[config.mk]
export PLATFORM = sky130hd
export DESIGN_NAME = frame_loader_flat
export DESIGN_NICKNAME = d
export VERILOG_FILES = /design/src/rtl/frame_loader_pkg.sv /design/src/rtl/frame_loader_if.sv /design/src/rtl/frame_loader_byte_packer.sv /design/src/rtl/frame_loader.sv /design/src/flat_wrapper.sv
export SDC_FILE = /design/constraint.sdc
export NUM_CORES = 1
export LEC_CHECK = 0
export ABC_CLOCK_PERIOD_IN_PS = 3300
export BUFFER_PORTS_ARGS = -buffer_cell sky130_fd_sc_hd__clkbuf_2
export CAP_MARGIN = 20
export CORE_AREA = 2 2 164 166
export CTS_CLUSTER_DIAMETER = 150
export DETAILED_ROUTE_END_ITERATION = 16
export DIE_AREA = 0 0 166 168
export PLACE_DENSITY_LB_ADDON = 0.12
export SYNTH_ARGS = -nofsm -noshare
export SYNTH_HDL_FRONTEND = slang
export SYNTH_HIERARCHICAL = 1
export SYNTH_SLANG_ARGS = --single-unit
[constraint.sdc]
create_clock -name clk -period 3.3 [get_ports clk]
set_clock_uncertainty 0.05 [all_clocks]
set_input_delay 0 -clock clk [delete_from_list [all_inputs] [get_ports clk]]
set_output_delay 0 -clock clk [all_outputs]
set_load 0.03 [all_outputs]
[src/rtl/frame_loader_pkg.sv]
// rtl/frame_loader_pkg.sv - shared constants and state encoding for the frame loader
package frame_loader_pkg;

  // Loader FSM encoding, also decoded by the search controller.
  typedef enum logic [1:0] {
    IDLE     = 2'd0,
    LOAD_CUR = 2'd1,
    LOAD_REF = 2'd2,
    KICK     = 2'd3
  } state_t;

  localparam int CUR_WORDS_DEF  = 64;
  localparam int CUR_AW_DEF     = 8;
  localparam int REF_AW_DEF     = 8;
  localparam int R_W_DEF        = 2;
  localparam int REF_UNIT       = 64;
  localparam int BYTES_PER_WORD = 8;

  // Reference words loaded for a given search-range code.
  function automatic int ref_words(input int r_code);
    return REF_UNIT * (r_code + 1);
  endfunction

endpackage

[src/rtl/frame_loader_if.sv]
// rtl/frame_loader_if.sv - pixel byte stream and memory write ports of the loader
interface frame_loader_if #(
  parameter int CUR_AW = 8,
  parameter int REF_AW = 8
) ();

  // Pixel byte stream into the loader
  logic              pix_valid;
  logic [7:0]        pix;
  logic              pix_ready;

  // Current-block memory write port
  logic              wenCur;
  logic [CUR_AW-1:0] addrCur;
  logic [63:0]       wdatCur;

  // Reference memory write port
  logic              wenRef;
  logic [REF_AW-1:0] addrRef;
  logic [63:0]       wdatRef;

  // Loader side: consumes bytes, produces memory writes
  modport master (
    input  pix_valid,
    input  pix,
    output pix_ready,
    output wenCur,
    output addrCur,
    output wdatCur,
    output wenRef,
    output addrRef,
    output wdatRef
  );

  // Source/memory side
  modport slave (
    output pix_valid,
    output pix,
    input  pix_ready,
    input  wenCur,
    input  addrCur,
    input  wdatCur,
    input  wenRef,
    input  addrRef,
    input  wdatRef
  );

endinterface

[src/rtl/frame_loader_byte_packer.sv]
// rtl/frame_loader_byte_packer.sv - little-endian 8-to-64 byte packer with word-complete strobe
module byte_packer (
  input  logic        clk,
  input  logic        reset,
  input  logic        clear_i,
  input  logic        byte_valid_i,
  input  logic [7:0]  byte_i,
  output logic [63:0] word_o,
  output logic        word_done_o
);

  // Only the first seven bytes need storage; the eighth is taken straight
  // from the input so the full word is ready in the accepting cycle.
  logic [2:0]  cnt_q, cnt_d;
  logic [55:0] pack_q, pack_d;

  // Bytes enter at the top and shift down, so the first byte ends up in [7:0]
  always_comb begin
    cnt_d  = cnt_q;
    pack_d = pack_q;
    if (clear_i) begin
      cnt_d = 3'd0;
    end else if (byte_valid_i) begin
      cnt_d  = cnt_q + 3'd1;
      pack_d = {byte_i, pack_q[55:8]};
    end
  end

  // Counter and partial-word register; a reset discards any partial word
  always_ff @(posedge clk or negedge reset) begin
    if (!reset) begin
      cnt_q  <= 3'd0;
      pack_q <= 56'd0;
    end else begin
      cnt_q  <= cnt_d;
      pack_q <= pack_d;
    end
  end

  assign word_o      = {byte_i, pack_q};
  assign word_done_o = byte_valid_i && !clear_i && (cnt_q == 3'd7);

endmodule

[src/rtl/frame_loader.sv]
// rtl/frame_loader.sv - loads the current block and reference window, then kicks the search
module frame_loader
  import frame_loader_pkg::*;
#(
  parameter int CUR_WORDS = CUR_WORDS_DEF,
  parameter int CUR_AW    = CUR_AW_DEF,
  parameter int REF_AW    = REF_AW_DEF,
  parameter int R_W       = R_W_DEF
) (
  input  logic           clk,
  input  logic           reset,
  input  logic           start,
  input  logic [R_W-1:0] r,
  output logic           go,
  output logic           busy,
  frame_loader_if.master bus
);

  // Word index is wide enough for the larger region plus one bit of headroom
  localparam int IW = ((CUR_AW > REF_AW) ? CUR_AW : REF_AW) + 1;
  localparam logic [IW-1:0] CUR_LAST = IW'(CUR_WORDS - 1);

  state_t            state_q, state_d;
  logic [R_W-1:0]    r_q, r_d;
  logic [IW-1:0]     widx_q, widx_d;
  logic              done_q, done_d;
  logic              wen_cur_q, wen_cur_d;
  logic              wen_ref_q, wen_ref_d;
  logic [CUR_AW-1:0] addr_cur_q, addr_cur_d;
  logic [REF_AW-1:0] addr_ref_q, addr_ref_d;
  logic [63:0]       wdat_cur_q, wdat_cur_d;
  logic [63:0]       wdat_ref_q, wdat_ref_d;

  logic              pix_ready;
  logic              accept;
  logic              start_ok;
  logic              word_done;
  logic [63:0]       word;
  logic [IW-1:0]     ref_last;

  assign start_ok = (state_q == IDLE) && start;
  assign accept   = bus.pix_valid && pix_ready;
  assign ref_last = IW'(ref_words(int'(r_q)) - 1);

  byte_packer u_packer (
    .clk          (clk),
    .reset        (reset),
    .clear_i      (start_ok),
    .byte_valid_i (accept),
    .byte_i       (bus.pix),
    .word_o       (word),
    .word_done_o  (word_done)
  );

  // FSM next state and state-decoded outputs
  always_comb begin
    state_d   = state_q;
    pix_ready = 1'b0;
    go        = 1'b0;
    busy      = (state_q != IDLE);
    case (state_q)
      IDLE: begin
        if (start) state_d = LOAD_CUR;
      end
      LOAD_CUR: begin
        pix_ready = 1'b1;
        // Switch region on the last current byte so the next cycle can take a reference byte
        if (word_done && (widx_q == CUR_LAST)) state_d = LOAD_REF;
      end
      LOAD_REF: begin
        // done_q marks the cycle the last reference word is on the write port
        pix_ready = !done_q;
        if (done_q) state_d = KICK;
      end
      KICK: begin
        go      = 1'b1;
        state_d = IDLE;
      end
      default: state_d = IDLE;
    endcase
  end

  // FSM state register
  always_ff @(posedge clk or negedge reset) begin
    if (!reset) state_q <= IDLE;
    else        state_q <= state_d;
  end

  // Word index, range latch and registered memory write ports
  always_comb begin
    r_d        = r_q;
    widx_d     = widx_q;
    done_d     = done_q;
    wen_cur_d  = 1'b0;
    wen_ref_d  = 1'b0;
    addr_cur_d = addr_cur_q;
    addr_ref_d = addr_ref_q;
    wdat_cur_d = wdat_cur_q;
    wdat_ref_d = wdat_ref_q;
    case (state_q)
      IDLE: begin
        if (start) begin
          r_d    = r;
          widx_d = '0;
          done_d = 1'b0;
        end
      end
      LOAD_CUR: begin
        if (word_done) begin
          wen_cur_d  = 1'b1;
          addr_cur_d = widx_q[CUR_AW-1:0];
          wdat_cur_d = word;
          widx_d     = (widx_q == CUR_LAST) ? '0 : widx_q + IW'(1);
        end
      end
      LOAD_REF: begin
        if (word_done) begin
          wen_ref_d  = 1'b1;
          addr_ref_d = widx_q[REF_AW-1:0];
          wdat_ref_d = word;
          widx_d     = widx_q + IW'(1);
          if (widx_q == ref_last) done_d = 1'b1;
        end
      end
      KICK: begin
        done_d = 1'b0;
      end
      default: ;
    endcase
  end

  // Datapath registers; reset clears every write port and discards a partial load
  always_ff @(posedge clk or negedge reset) begin
    if (!reset) begin
      r_q        <= '0;
      widx_q     <= '0;
      done_q     <= 1'b0;
      wen_cur_q  <= 1'b0;
      wen_ref_q  <= 1'b0;
      addr_cur_q <= '0;
      addr_ref_q <= '0;
      wdat_cur_q <= 64'd0;
      wdat_ref_q <= 64'd0;
    end else begin
      r_q        <= r_d;
      widx_q     <= widx_d;
      done_q     <= done_d;
      wen_cur_q  <= wen_cur_d;
      wen_ref_q  <= wen_ref_d;
      addr_cur_q <= addr_cur_d;
      addr_ref_q <= addr_ref_d;
      wdat_cur_q <= wdat_cur_d;
      wdat_ref_q <= wdat_ref_d;
    end
  end

  assign bus.pix_ready = pix_ready;
  assign bus.wenCur    = wen_cur_q;
  assign bus.addrCur   = addr_cur_q;
  assign bus.wdatCur   = wdat_cur_q;
  assign bus.wenRef    = wen_ref_q;
  assign bus.addrRef   = addr_ref_q;
  assign bus.wdatRef   = wdat_ref_q;

endmodule

[src/flat_wrapper.sv]
// flat-port wrapper written by rule: the top's interface ports become plain ports
module frame_loader_flat import frame_loader_pkg::*;
#(
  parameter int CUR_WORDS = CUR_WORDS_DEF,
  parameter int CUR_AW    = CUR_AW_DEF,
  parameter int REF_AW    = REF_AW_DEF,
  parameter int R_W       = R_W_DEF
)
  (clk, reset, start, r, go, busy, bus_pix_valid, bus_pix, bus_pix_ready, bus_wenCur, bus_addrCur, bus_wdatCur, bus_wenRef, bus_addrRef, bus_wdatRef);
  frame_loader_if #(.CUR_AW(CUR_AW), .REF_AW(REF_AW)) bus_i ();
  input  logic clk;
  input  logic reset;
  input  logic start;
  input  logic [R_W-1:0] r;
  output logic go;
  output logic busy;
  input wire logic [$bits(bus_i.pix_valid)-1:0] bus_pix_valid;
  input wire logic [$bits(bus_i.pix)-1:0] bus_pix;
  output wire logic [$bits(bus_i.pix_ready)-1:0] bus_pix_ready;
  output wire logic [$bits(bus_i.wenCur)-1:0] bus_wenCur;
  output wire logic [$bits(bus_i.addrCur)-1:0] bus_addrCur;
  output wire logic [$bits(bus_i.wdatCur)-1:0] bus_wdatCur;
  output wire logic [$bits(bus_i.wenRef)-1:0] bus_wenRef;
  output wire logic [$bits(bus_i.addrRef)-1:0] bus_addrRef;
  output wire logic [$bits(bus_i.wdatRef)-1:0] bus_wdatRef;
  assign bus_i.pix_valid = bus_pix_valid;
  assign bus_i.pix = bus_pix;
  assign bus_pix_ready = bus_i.pix_ready;
  assign bus_wenCur = bus_i.wenCur;
  assign bus_addrCur = bus_i.addrCur;
  assign bus_wdatCur = bus_i.wdatCur;
  assign bus_wenRef = bus_i.wenRef;
  assign bus_addrRef = bus_i.addrRef;
  assign bus_wdatRef = bus_i.wdatRef;
  frame_loader #(.CUR_WORDS(CUR_WORDS), .CUR_AW(CUR_AW), .REF_AW(REF_AW), .R_W(R_W)) u_core (.clk(clk), .reset(reset), .start(start), .r(r), .go(go), .busy(busy), .bus(bus_i));
endmodule
After elaboration in Yosys (flattened, before gate mapping)
Index checks and enable logic that the tools add are counted.
{"block": "totals", "input_bits": 14, "rom_bits": 0, "out_inout_bits": 149, "ff_bits": 219, "mem_bits_rw": 0, "wordCells": 68, "latchBits": 0, "memories": 0}
{"block": "op_classes", "n_shift": 0, "n_addsub": 4, "n_reduce_logical": 19, "bitwise_logic": 1, "multipliers": 0, "eq_ne": 12, "n_div": 0, "magnitude_cmp": 0, "mux": 20}
{"operator": "two-way mux 9 bit", "n": 4}
{"operator": "one-hot mux 9 bit (3 select lines)", "n": 1}
{"operator": "!= test 2 x 1 -> 1 bit, second input constant", "n": 5}
{"operator": "adder 9 x 1 -> 9 bit, second input constant", "n": 1}
{"operator": "== test 9 x 6 -> 1 bit, second input constant", "n": 1}
{"operator": "== test 9 bit", "n": 1}
{"operator": "subtractor 9 x 2 -> 9 bit, second input constant", "n": 1}
{"operator": "one-hot mux 2 bit (4 select lines)", "n": 1}
{"operator": "AND reduction 2 bit", "n": 4}
{"operator": "AND reduction 4 bit", "n": 2}
{"operator": "two-way mux 1 bit", "n": 7}
{"operator": "two-way mux 2 bit", "n": 3}
{"operator": "two-way mux 3 bit", "n": 2}
{"operator": "nonzero test 3 bit", "n": 2}
{"operator": "logical AND 1 bit", "n": 5}
{"operator": "== test 2 bit, second input constant", "n": 2}
{"operator": "nonzero test 2 bit", "n": 2}
{"operator": "adder 2 x 1 -> 3 bit, second input constant", "n": 1}
{"operator": "adder 3 x 1 -> 3 bit, second input constant", "n": 1}
{"operator": "== test 3 bit, second input constant", "n": 1}
{"operator": "one-hot mux 1 bit (3 select lines)", "n": 1}
{"operator": "AND reduction 3 bit", "n": 1}
{"operator": "== test 2 x 1 -> 1 bit, second input constant", "n": 1}
{"operator": "logical NOT 1 bit", "n": 2}
{"operator": "other kinds (4)", "n": 4}

Depth between registers and ports, before layout
Gate-level depths: netlist (run 1).
{"block": "logic_depth", "ltp_word": 8, "depth_mapped": 16, "ltp_nobuf": 12}

Modules after synthesis
The synthesis (run 1) kept the hierarchy.
{"mod": "frame_loader", "instances": 1, "area_per_inst_um2": 6338.6, "seq_area_each_um2": 4003.8, "cells_each": 412}
{"mod": "byte_packer", "instances": 1, "area_per_inst_um2": 2409.8, "seq_area_each_um2": 1476.4, "cells_each": 140}

Least setup slack after synthesis (run 1)
No wires, ideal clock.
{"block": "synth_path", "path_kind": "register -> register", "startpoint": "register u_core.state_q[0]", "endpoint": "register u_core.wdat_cur_q[0] (netlist: u_core/bus.wdatCur[0])", "t_arrival_ps": 3011, "path_stages_with_launch": 16, "setup_slack_ps": 114, "period_less_slack_ps": 3186, "n_path_buf": 4, "setup_time_ps": 125, "required_ps": 3125, "cell_sequence": "dfrtp_1 > inv_1 > ha_1 > buf_6 > inv_1 > nor2_1 > o21a_1 > and2_1 > nand2b_1 > buf_6 > buf_6 > nor2_1 > nand2_1 > inv_1 > buf_2 > mux2_2"}
{"block": "synth_via", "elab_chain_len": 6, "elab_cells_between_ends": 10, "classes_between": "eq/ne (2); mux (1); reduce/logical (7)"}
{"element": "start, declared", "line": "frame_loader.sv:23", "rtl": "state_t state_q, state_d;"}
{"element": "start signal, assigned", "line": "frame_loader.sv:86", "rtl": "else state_q <= state_d;"}
{"element": "== test 2 bit / == test 2 x 1 -> 1 bit (equally long branches)", "line": "frame_loader.sv:61", "rtl": "case (state_q)"}
{"element": "one-hot mux 1 bit (2 select lines) *", "line": "frame_loader.sv:61"}
{"element": "via bus_pix_ready", "line": "flat_wrapper.sv:19", "rtl": "output wire logic [$bits(bus_i.pix_ready)-1:0] bus_pix_ready;"}
{"element": "logical AND 1 bit *", "line": "frame_loader.sv:42", "rtl": "assign accept = bus.pix_valid && pix_ready;"}
{"element": "via u_core.accept", "line": "frame_loader.sv:35", "rtl": "logic accept;"}
{"element": "logical AND 1 bit * (2 in a row)", "line": "frame_loader_byte_packer.sv:41", "rtl": "assign word_done_o = byte_valid_i && !clear_i && (cnt_q == 3'd7);"}
{"element": "via u_core.word_done", "line": "frame_loader.sv:37", "rtl": "logic word_done;"}
{"element": "AND reduction 2 bit (no source line) *"}
{"element": "end signal, assigned", "line": "frame_loader.sv:152", "rtl": "wdat_cur_q <= wdat_cur_d;"}
{"element": "end, declared", "line": "frame_loader.sv:31", "rtl": "logic [63:0] wdat_cur_q, wdat_cur_d;"}
Mark *: on every way through the listed nets, which the timed path passes. The rest lies on a longest branch.
A chain may end at the register's enable or synchronous reset.

Worst setup path in the final report (run 1)
{"block": "layout_path", "startpoint": "register u_core.state_q[0]", "endpoint": "register u_core.widx_q[5]"}
{"block": "layout_via", "elab_chain_len": 7, "elab_cells_between_ends": 15, "classes_between": "eq/ne (5); mux (2); reduce/logical (8)"}
{"element": "== test 2 bit / == test 2 x 1 -> 1 bit (equally long branches)", "line": "frame_loader.sv:61"}
{"element": "one-hot mux 1 bit (2 select lines) *", "line": "frame_loader.sv:61"}
{"element": "logical AND 1 bit *", "line": "frame_loader.sv:42"}
{"element": "via u_core.accept", "line": "frame_loader.sv:35"}
{"element": "logical AND 1 bit * (2 in a row)", "line": "frame_loader_byte_packer.sv:41"}
{"element": "via u_core.word_done", "line": "frame_loader.sv:37"}
{"element": "!= test 2 x 1 -> 1 bit (no source line)"}
{"element": "AND reduction 4 bit (no source line) *"}
{"element": "end signal, assigned", "line": "frame_loader.sv:146", "rtl": "widx_q <= widx_d;"}
{"element": "end, declared", "line": "frame_loader.sv:25", "rtl": "logic [IW-1:0] widx_q, widx_d;"}
Marked as above.

==> results of run 1 <==
[sequential cells by signal (all words and copies together) (netlist names), 3 cells and up]
| register | flops |
|---|---|
| u_core/bus.wdatCur | 64 |
| u_core/bus.wdatRef | 64 |
| u_core/u_packer/pack_q | 56 |
| u_core/widx_q | 9 |
| u_core/bus.addrCur | 8 |
| u_core/bus.addrRef | 8 |
| u_core/u_packer/cnt_q | 3 |
[routing by layer]
metal | share of wire | global-route usage
met5 | 0 | 0
met4 | 0.026 | 0.0450
met3 | 0.059 | 0.0357
met2 | 0.48 | 0.237
met1 | 0.43 | 0.178
[cells in the final DEF, fill, tap and decap left out, types with 6 or more instances in the layout]
| cell | netlist | layout |
|---|---|---|
| nor2_1 | 10 | 9 |
| mux2_2 | 173 | 173 |
| clkbuf_2 | 2 | 161 |
| clkbuf_16 | 0 | 25 |
| mux2_4 | 29 | 29 |
| o21ai_0 | 6 | 6 |
| dfrtp_1 | 219 | 219 |
| inv_1 | 7 | 7 |
| nand2_1 | 11 | 9 |
| ha_1 | 10 | 10 |
| clkbuf_8 | 0 | 6 |
| dlygate4sd3_1 | 0 | 15 |
[Yosys cell counts, drive strengths merged]
cell     number  area share
a2bb2oi       1      0.0010
inv           8      0.0034
buf          32       0.025
mux2        203        0.27
a211oi        1      0.0014
nor2b         3      0.0021
nand4         1     0.00072
mux2i         3      0.0034
nor4b         1      0.0027
or2           1     0.00072
a41oi         1      0.0010
nor2         10      0.0043
xnor2         2      0.0020
nor3b         2      0.0023
and4          1      0.0010
nand3         5      0.0029
o21a          2      0.0017
xor2          2      0.0020
dfrtp       219        0.63
a31oi         1     0.00072
o21bai        2      0.0017
ha           10       0.014
o31ai         3      0.0026
or4           2      0.0017
nand2b        3      0.0021
and2          1     0.00072
nand2        11      0.0047
clkbuf        2      0.0011
a21oi         5      0.0029
nor3          3      0.0017
or3           2      0.0014
o2bb2ai       2      0.0020
o21ai         7      0.0044
[cell type report]
class                           instances  share of cell area
Clock buffer                           36              0.0667
Clock inverter                          9              0.0137
Inverter                                8             0.00275
Multi-Input combinational cell        291               0.277
Sequential cell                       219               0.502
Tap cell                              341              0.0391
Timing Repair Buffer                  185              0.0980
[cells by family after synthesis]
logic type | Yosys count | share of synthesized area
DFF | 219 | 0.626
xor gates and xnor gates | 4 | 0.00401
adders and majority gates | 10 | 0.0143
buffers and inverters | 42 | 0.0295
and+or+nand+nor | 46 | 0.0292
muxes | 206 | 0.277
AOI/OAI and AO/OA | 25 | 0.0195
[worst max-delay path, stage by stage (launching register included)]
cell and delay, ns:
dfrtp_1 0.41, inv_1 0.12, ha_1 0.34, inv_1 0.10, nor2_1 0.18, o21a_1 0.14, and2_1 0.29, nand2b_4 0.08
nor2_2 0.23, o21a_1 0.18, o21ai_2 0.15, or4_1 0.54, a21oi_1 0.16
[repair_timing]
item / CTS / global route
endpoints found under the hold margin: 117 / 0
hold buffers: 15 / 0
endpoints found under the setup margin: 0 / 3
gates resized for setup: 0 / 1
[power by group through the flow]
stage / clock, W / combinational, W / sequential (W)
floorplan: 0 / 0.000852 / 0.00450
global placement: 0 / 0.00231 / 0.00381
detailed placement: 0 / 0.00235 / 0.00384
CTS: 0.00299 / 0.00237 / 0.00380
global route: 0.00310 / 0.00250 / 0.00388
finish: 0.00288 / 0.00233 / 0.00378
[worst paths after layout]
path / startpoint / end / slack (ns)
max: u_core/state_q[0] / u_core/widx_q[5] / 0.24
min: reset / u_core/bus.addrRef[5] / 0.03
max reg2reg: u_core/state_q[0] / u_core/widx_q[5] / 0.24
min reg2reg: u_core/bus.wdatCur[55] / u_core/bus.wdatCur[55] / 0.45
max in group asynchronous: reset / u_core/bus.wdatCur[58] / 2.29
min in group clk: bus_pix[2] / u_core/bus.wdatRef[58] / 0.23
[through the flow]
stage / hold slack, ns / cells / area [um2]
2_1_floorplan: -0.346 / 552 / 8750
3_3_place_gp: 0.0196 / 1029 / 9880
3_5_place_dp: 0.0229 / 1029 / 9880
4_1_cts: 0.0794 / 1089 / 10900
5_1_grt: 0.0887 / 1089 / 10900
6_report: 0.0296 / 1089 / 10900
==> impl_metrics.py, run 1 <==
metrics = {
    "power": {
        "ir_drop_uv": 430,
        "p_seq_frac": 0.420,
        "p_switching_w": 0.00293,
        "leakagePower_nw": 5.45,
        "p_clk_frac": 0.321,
        "powerDensity_mw_per_mm2": 825,
        "power_frac_comb": 0.259,
        "swShare": 0.325,
        "finalPower_w": 0.00899,
        "internal-power_w": 0.00607,
    },
    "floorplan": {
        "die_h_um": 168,
        "io-pin-count": 163,
        "core_area_mm2": 0.0264,
        "start_util": 0.332,
        "rows": 60,
        "chipWidth_um": 166,
        "die_area_mm2": 0.0279,
    },
    "logic_synthesis": {
        "yosysSeqAreaShare": 0.626,
        "syn-num-nets": 576,
        "syn_inst": 552,
        "mappedNetlistArea_mm2": 0.00875,
        "ys_ff_latch": 219,
        "ys_warn_count": 6,
        "synth_cell_types": 40,
        "avgSynthCellArea_um2": 15.8,
    },
    "sta": {
        "layout_setup_ws_ns": 0.240,
        "fin_tns_setup_ns": 0,
        "finalSetupViolations": 0,
        "fin_crit_ns": 3.06,
        "finalCritPeriodShare": 0.927,
        "max_freq_mhz": 327,
        "max_slew.worst_pin.slew_ns": 0.987,
        "relSlewSlack": 0.342,
        "slew_violations": 0,
        "final_hold_viol_count": 0,
    },
    "cts": {
        "clkTransAtPathRegs_ns": 0.06,
        "clockRootBuffer": "clkbuf_16",
        "cts_buffer_depth": 3,
        "cts_tree": "done",
        "post-cts-setup-buffers": 0,
        "h-tree-depth": 1,
        "numCtsBuffers": 25,
        "clkSinkCount": 219,
        "clk_latency_ns": 0.51,
    },
    "placement": {
        "io_buffers": 162,
        "dp_hpwl_um": 12900,
        "place_congestion": 0.732,
        "dp_slack_ns": 0.107,
    },
    "setup_path": {
        "crit_path_end_kind": "flop",
        "crit_arrival_ns": 3.44,
        "cp_max_fo": 15,
        "required_ns": 3.68,
        "start_kind": "flop",
        "path_class": "flop to flop",
        "reg2reg_depth": 12,
    },
    "finish": {
        "syn2layout_area_growth_pct": 24.7,
        "drive_above_1_share": 0.564,
        "fill_cells": 2480,
        "multiInputGateArea_mm2": 0.00303,
        "antenna_cells": 0,
        "regArea_mm2": 0.00548,
        "nets": 754,
        "fin_util": 0.414,
    },
    "routing": {
        "initialDrtViolationCount": 230,
        "drt-pass1-iter-count": 4,
        "drt-total-wl_um": 19300,
        "dr_total_vias": 5103,
        "route.detailed.drc": 0,
        "wl_per_cell_um": 17.8,
        "vias_per_cell": 4.69,
        "final_antenna_net_count": 0,
    },
    "global_route": {
        "first_global_vias": 5522,
        "grt_max_degree": 90,
        "grt_overflow_total": 0,
        "antenna_found_initial": 0,
        "grt.total_usage": 0.141,
        "grt_pass1_wl_um": 31500,
    },
    "outcome": {
        "status": "finished clean",
    },
    "job": {
        "cap_violations": 0,
    },
    "min_path": {
        "hold_class": "input port to asynchronous set/reset pin",
    },
}
(Power assumes the default switching activity.)
==> inputs of run 2 (changes only) <==
--- a/config.mk
+++ b/config.mk
@@ -15,2 +15,4 @@
 export PLACE_DENSITY_LB_ADDON = 0.12
+export REMOVE_ABC_BUFFERS = 1
+export SKIP_CTS_REPAIR_TIMING = 1
 export SYNTH_ARGS = -nofsm -noshare
--- a/constraint.sdc
+++ b/constraint.sdc
@@ -4,2 +4,2 @@
 set_output_delay 0 -clock clk [all_outputs]
-set_load 0.03 [all_outputs]
+set_load 0.02 [all_outputs]
==> run 2 against run 1 <==
The run now ends with hold timing left; sequential share of layout area increased by 0.27 points; hold slack worse by 0.051 ns; maximum frequency is 1.4% higher; non-clock buffer count grew 2; via count is 0.67% lower; cell count increased by 0.28%; flip-flop and latch count stayed put; first-iteration DRC count decreased by 23%.
==> impl_metrics.py, run 2 (synthesis gave the netlist of run 1 again) <==
metrics = {
    "finish": {
        "antenna_cells": 0,
        "nets": 756,
        "fin_util": 0.412,
        "post_layout_nonfiller_instances": 1092,
        "final_common_cell": "dfrtp_1",
        "drive_above_1_share": 0.566,
        "fill_cells": 2494,
        "syn2layout_area_growth_pct": 24.0,
        "most-common-layout-cells": "219 x dfrtp_1, 173 x mux2_2, 161 x clkbuf_2",
    },
    "cts": {
        "clockRootBuffer": "clkbuf_16",
        "clkSinkCount": 219,
        "numCtsBuffers": 25,
        "clkTransAtPathRegs_ns": 0.06,
        "clk_latency_ns": 0.52,
        "cts_tree": "done",
        "cts_buffer_depth": 3,
        "h-tree-depth": 1,
    },
    "global_route": {
        "grt.total_usage": 0.132,
        "grt_max_degree": 110,
        "grt_pass1_wl_um": 29900,
        "grt_overflow_total": 0,
        "first_global_vias": 5329,
        "antenna_found_initial": 0,
    },
    "setup_path": {
        "crit_path_end_kind": "flop",
        "cp_max_fo": 15,
        "worst_path_max_delay_cell": "or4_1",
        "path_class": "flop to flop",
        "start_kind": "flop",
        "crit_buf_inv": 2,
        "cpLargestDelayFamily": "simple AND/OR/NAND/NOR gates",
        "crit_arrival_ns": 3.41,
        "timing.critical_path.cells": "inv_1 > ha_2 > inv_1 > nor2_1 > o21a_1 > and2_1 > nand2b_4 > nor2_2 > o21a_1 > o21ai_2 > or4_1 > a21oi_1",
        "required_ns": 3.69,
        "slowest_delay_ns": 0.54,
    },
    "floorplan": {
        "die_area_mm2": 0.0279,
        "die_h_um": 168,
        "core_area_mm2": 0.0264,
        "rows": 60,
        "start_util": 0.332,
        "chipWidth_um": 166,
        "io-pin-count": 163,
    },
    "power": {
        "leakagePower_nw": 5.42,
        "p_clk_frac": 0.318,
        "finalPower_w": 0.00845,
        "power_frac_comb": 0.239,
        "swShare": 0.310,
        "p_switching_w": 0.00262,
        "powerDensity_mw_per_mm2": 779,
        "ir_drop_uv": 358,
        "p_seq_frac": 0.443,
        "internal-power_w": 0.00583,
    },
    "sta": {
        "hold_ws_ns": -0.0212,
        "max_freq_mhz": 331,
        "relSlewSlack": 0.314,
        "fin_crit_ns": 3.02,
        "layout_setup_ws_ns": 0.282,
        "finalSetupViolations": 0,
        "finalCritPeriodShare": 0.915,
        "rsz0062_at_grt": "no",
        "final_hold_viol_count": 5,
        "max_slew.worst_pin.slew_ns": 1.03,
        "slew_violations": 0,
    },
    "placement": {
        "dp_hpwl_um": 12300,
        "place_congestion": 0.757,
        "dp_slack_ns": 0.126,
        "io_buffers": 162,
        "dp_cells": 1031,
    },
    "routing": {
        "route.detailed.drc": 0,
        "initialDrtViolationCount": 177,
        "dr_total_vias": 5069,
        "wl_per_cell_um": 17.2,
        "drt-pass1-iter-count": 4,
        "final_antenna_net_count": 0,
        "drt-total-wl_um": 18800,
        "vias_per_cell": 4.64,
    },
    "min_path": {
        "hold_class": "input port to asynchronous set/reset pin",
    },
    "job": {
        "cap_violations": 0,
    },
    "outcome": {
        "violations": "hold timing",
        "status": "complete, but fails checks",
    },
}
[run 2: changes by cell type in the layout (fill, tap and decap cells not counted), sizes merged]
cell	delta
inv	+1
bufinv	-2
clkbuf	-3
clkinvlp	+1
buf	+2
clkinv	+4
[run 2: worst paths after layout]
path / endpoint / start / slack [ns] / cells past startpoint
worst min-delay path: u_core/u_packer/pack_q[7] / reset / -0.02 / 2
worst min register to register: u_core/bus.wdatCur[23] / u_core/bus.wdatCur[23] / 0.45 / 1
min in group clk: u_core/bus.wdatCur[59] / bus_pix[3] / 0.24 / 3
worst max register to register: u_core/widx_q[5] / u_core/state_q[0] / 0.28 / 12
max in group asynchronous: u_core/bus.wdatRef[45] / reset / 2.18 / 3
worst max-delay path: u_core/widx_q[5] / u_core/state_q[0] / 0.28 / 12
[run 2: power by group through the flow]
| stage | logic, W | clock network (W) | registers [W] |
|---|---|---|---|
| 2_1_floorplan | 0.000827 | 0 | 0.00419 |
| 3_3_place_gp | 0.00200 | 0 | 0.00376 |
| 3_5_place_dp | 0.00204 | 0 | 0.00380 |
| 4_1_cts | 0.00205 | 0.00280 | 0.00375 |
| 5_1_grt | 0.00217 | 0.00291 | 0.00384 |
| 6_report | 0.00202 | 0.00269 | 0.00374 |
[run 2: area by class of cell]
type / instances / area (um2) / share of cell area
multi-input cells: 291 / 3030 / 0.279
clock inverters: 13 / 125 / 0.0115
flip-flops and latches: 219 / 5480 / 0.505
repair buffers: 187 / 1080 / 0.0999
well taps: 341 / 427 / 0.0393
clock buffers: 33 / 676 / 0.0623
inverters: 8 / 30.0 / 0.00277
[run 2: metrics by stage]
| stage | instance area [um2] | TNS (ns) | hold WS [ns] |
|---|---|---|---|
| after floorplan | 8520 | -326.41 | -0.346 |
| after global placement | 9890 | 0 | -0.0592 |
| after detailed placement | 9890 | 0 | -0.0469 |
| after CTS | 10700 | 0 | -0.603 |
| after global routing | 10800 | 0 | 0.0196 |
| final | 10800 | 0 | -0.0212 |
[run 2: per-layer routing]
| metal | share of wire | up-vias | GRT usage | routed length [um] |
|---|---|---|---|---|
| met3 | 0.058 | 29 | 0.0339 | 1080 |
| met4 | 0.020 | 0 | 0.0386 | 369 |
| met1 | 0.45 | 2602 | 0.178 | 8390 |
| li1 | - | 2312 | - | - |
| met5 | 0 | - | 0 | 0 |
| met2 | 0.48 | 126 | 0.213 | 8920 |
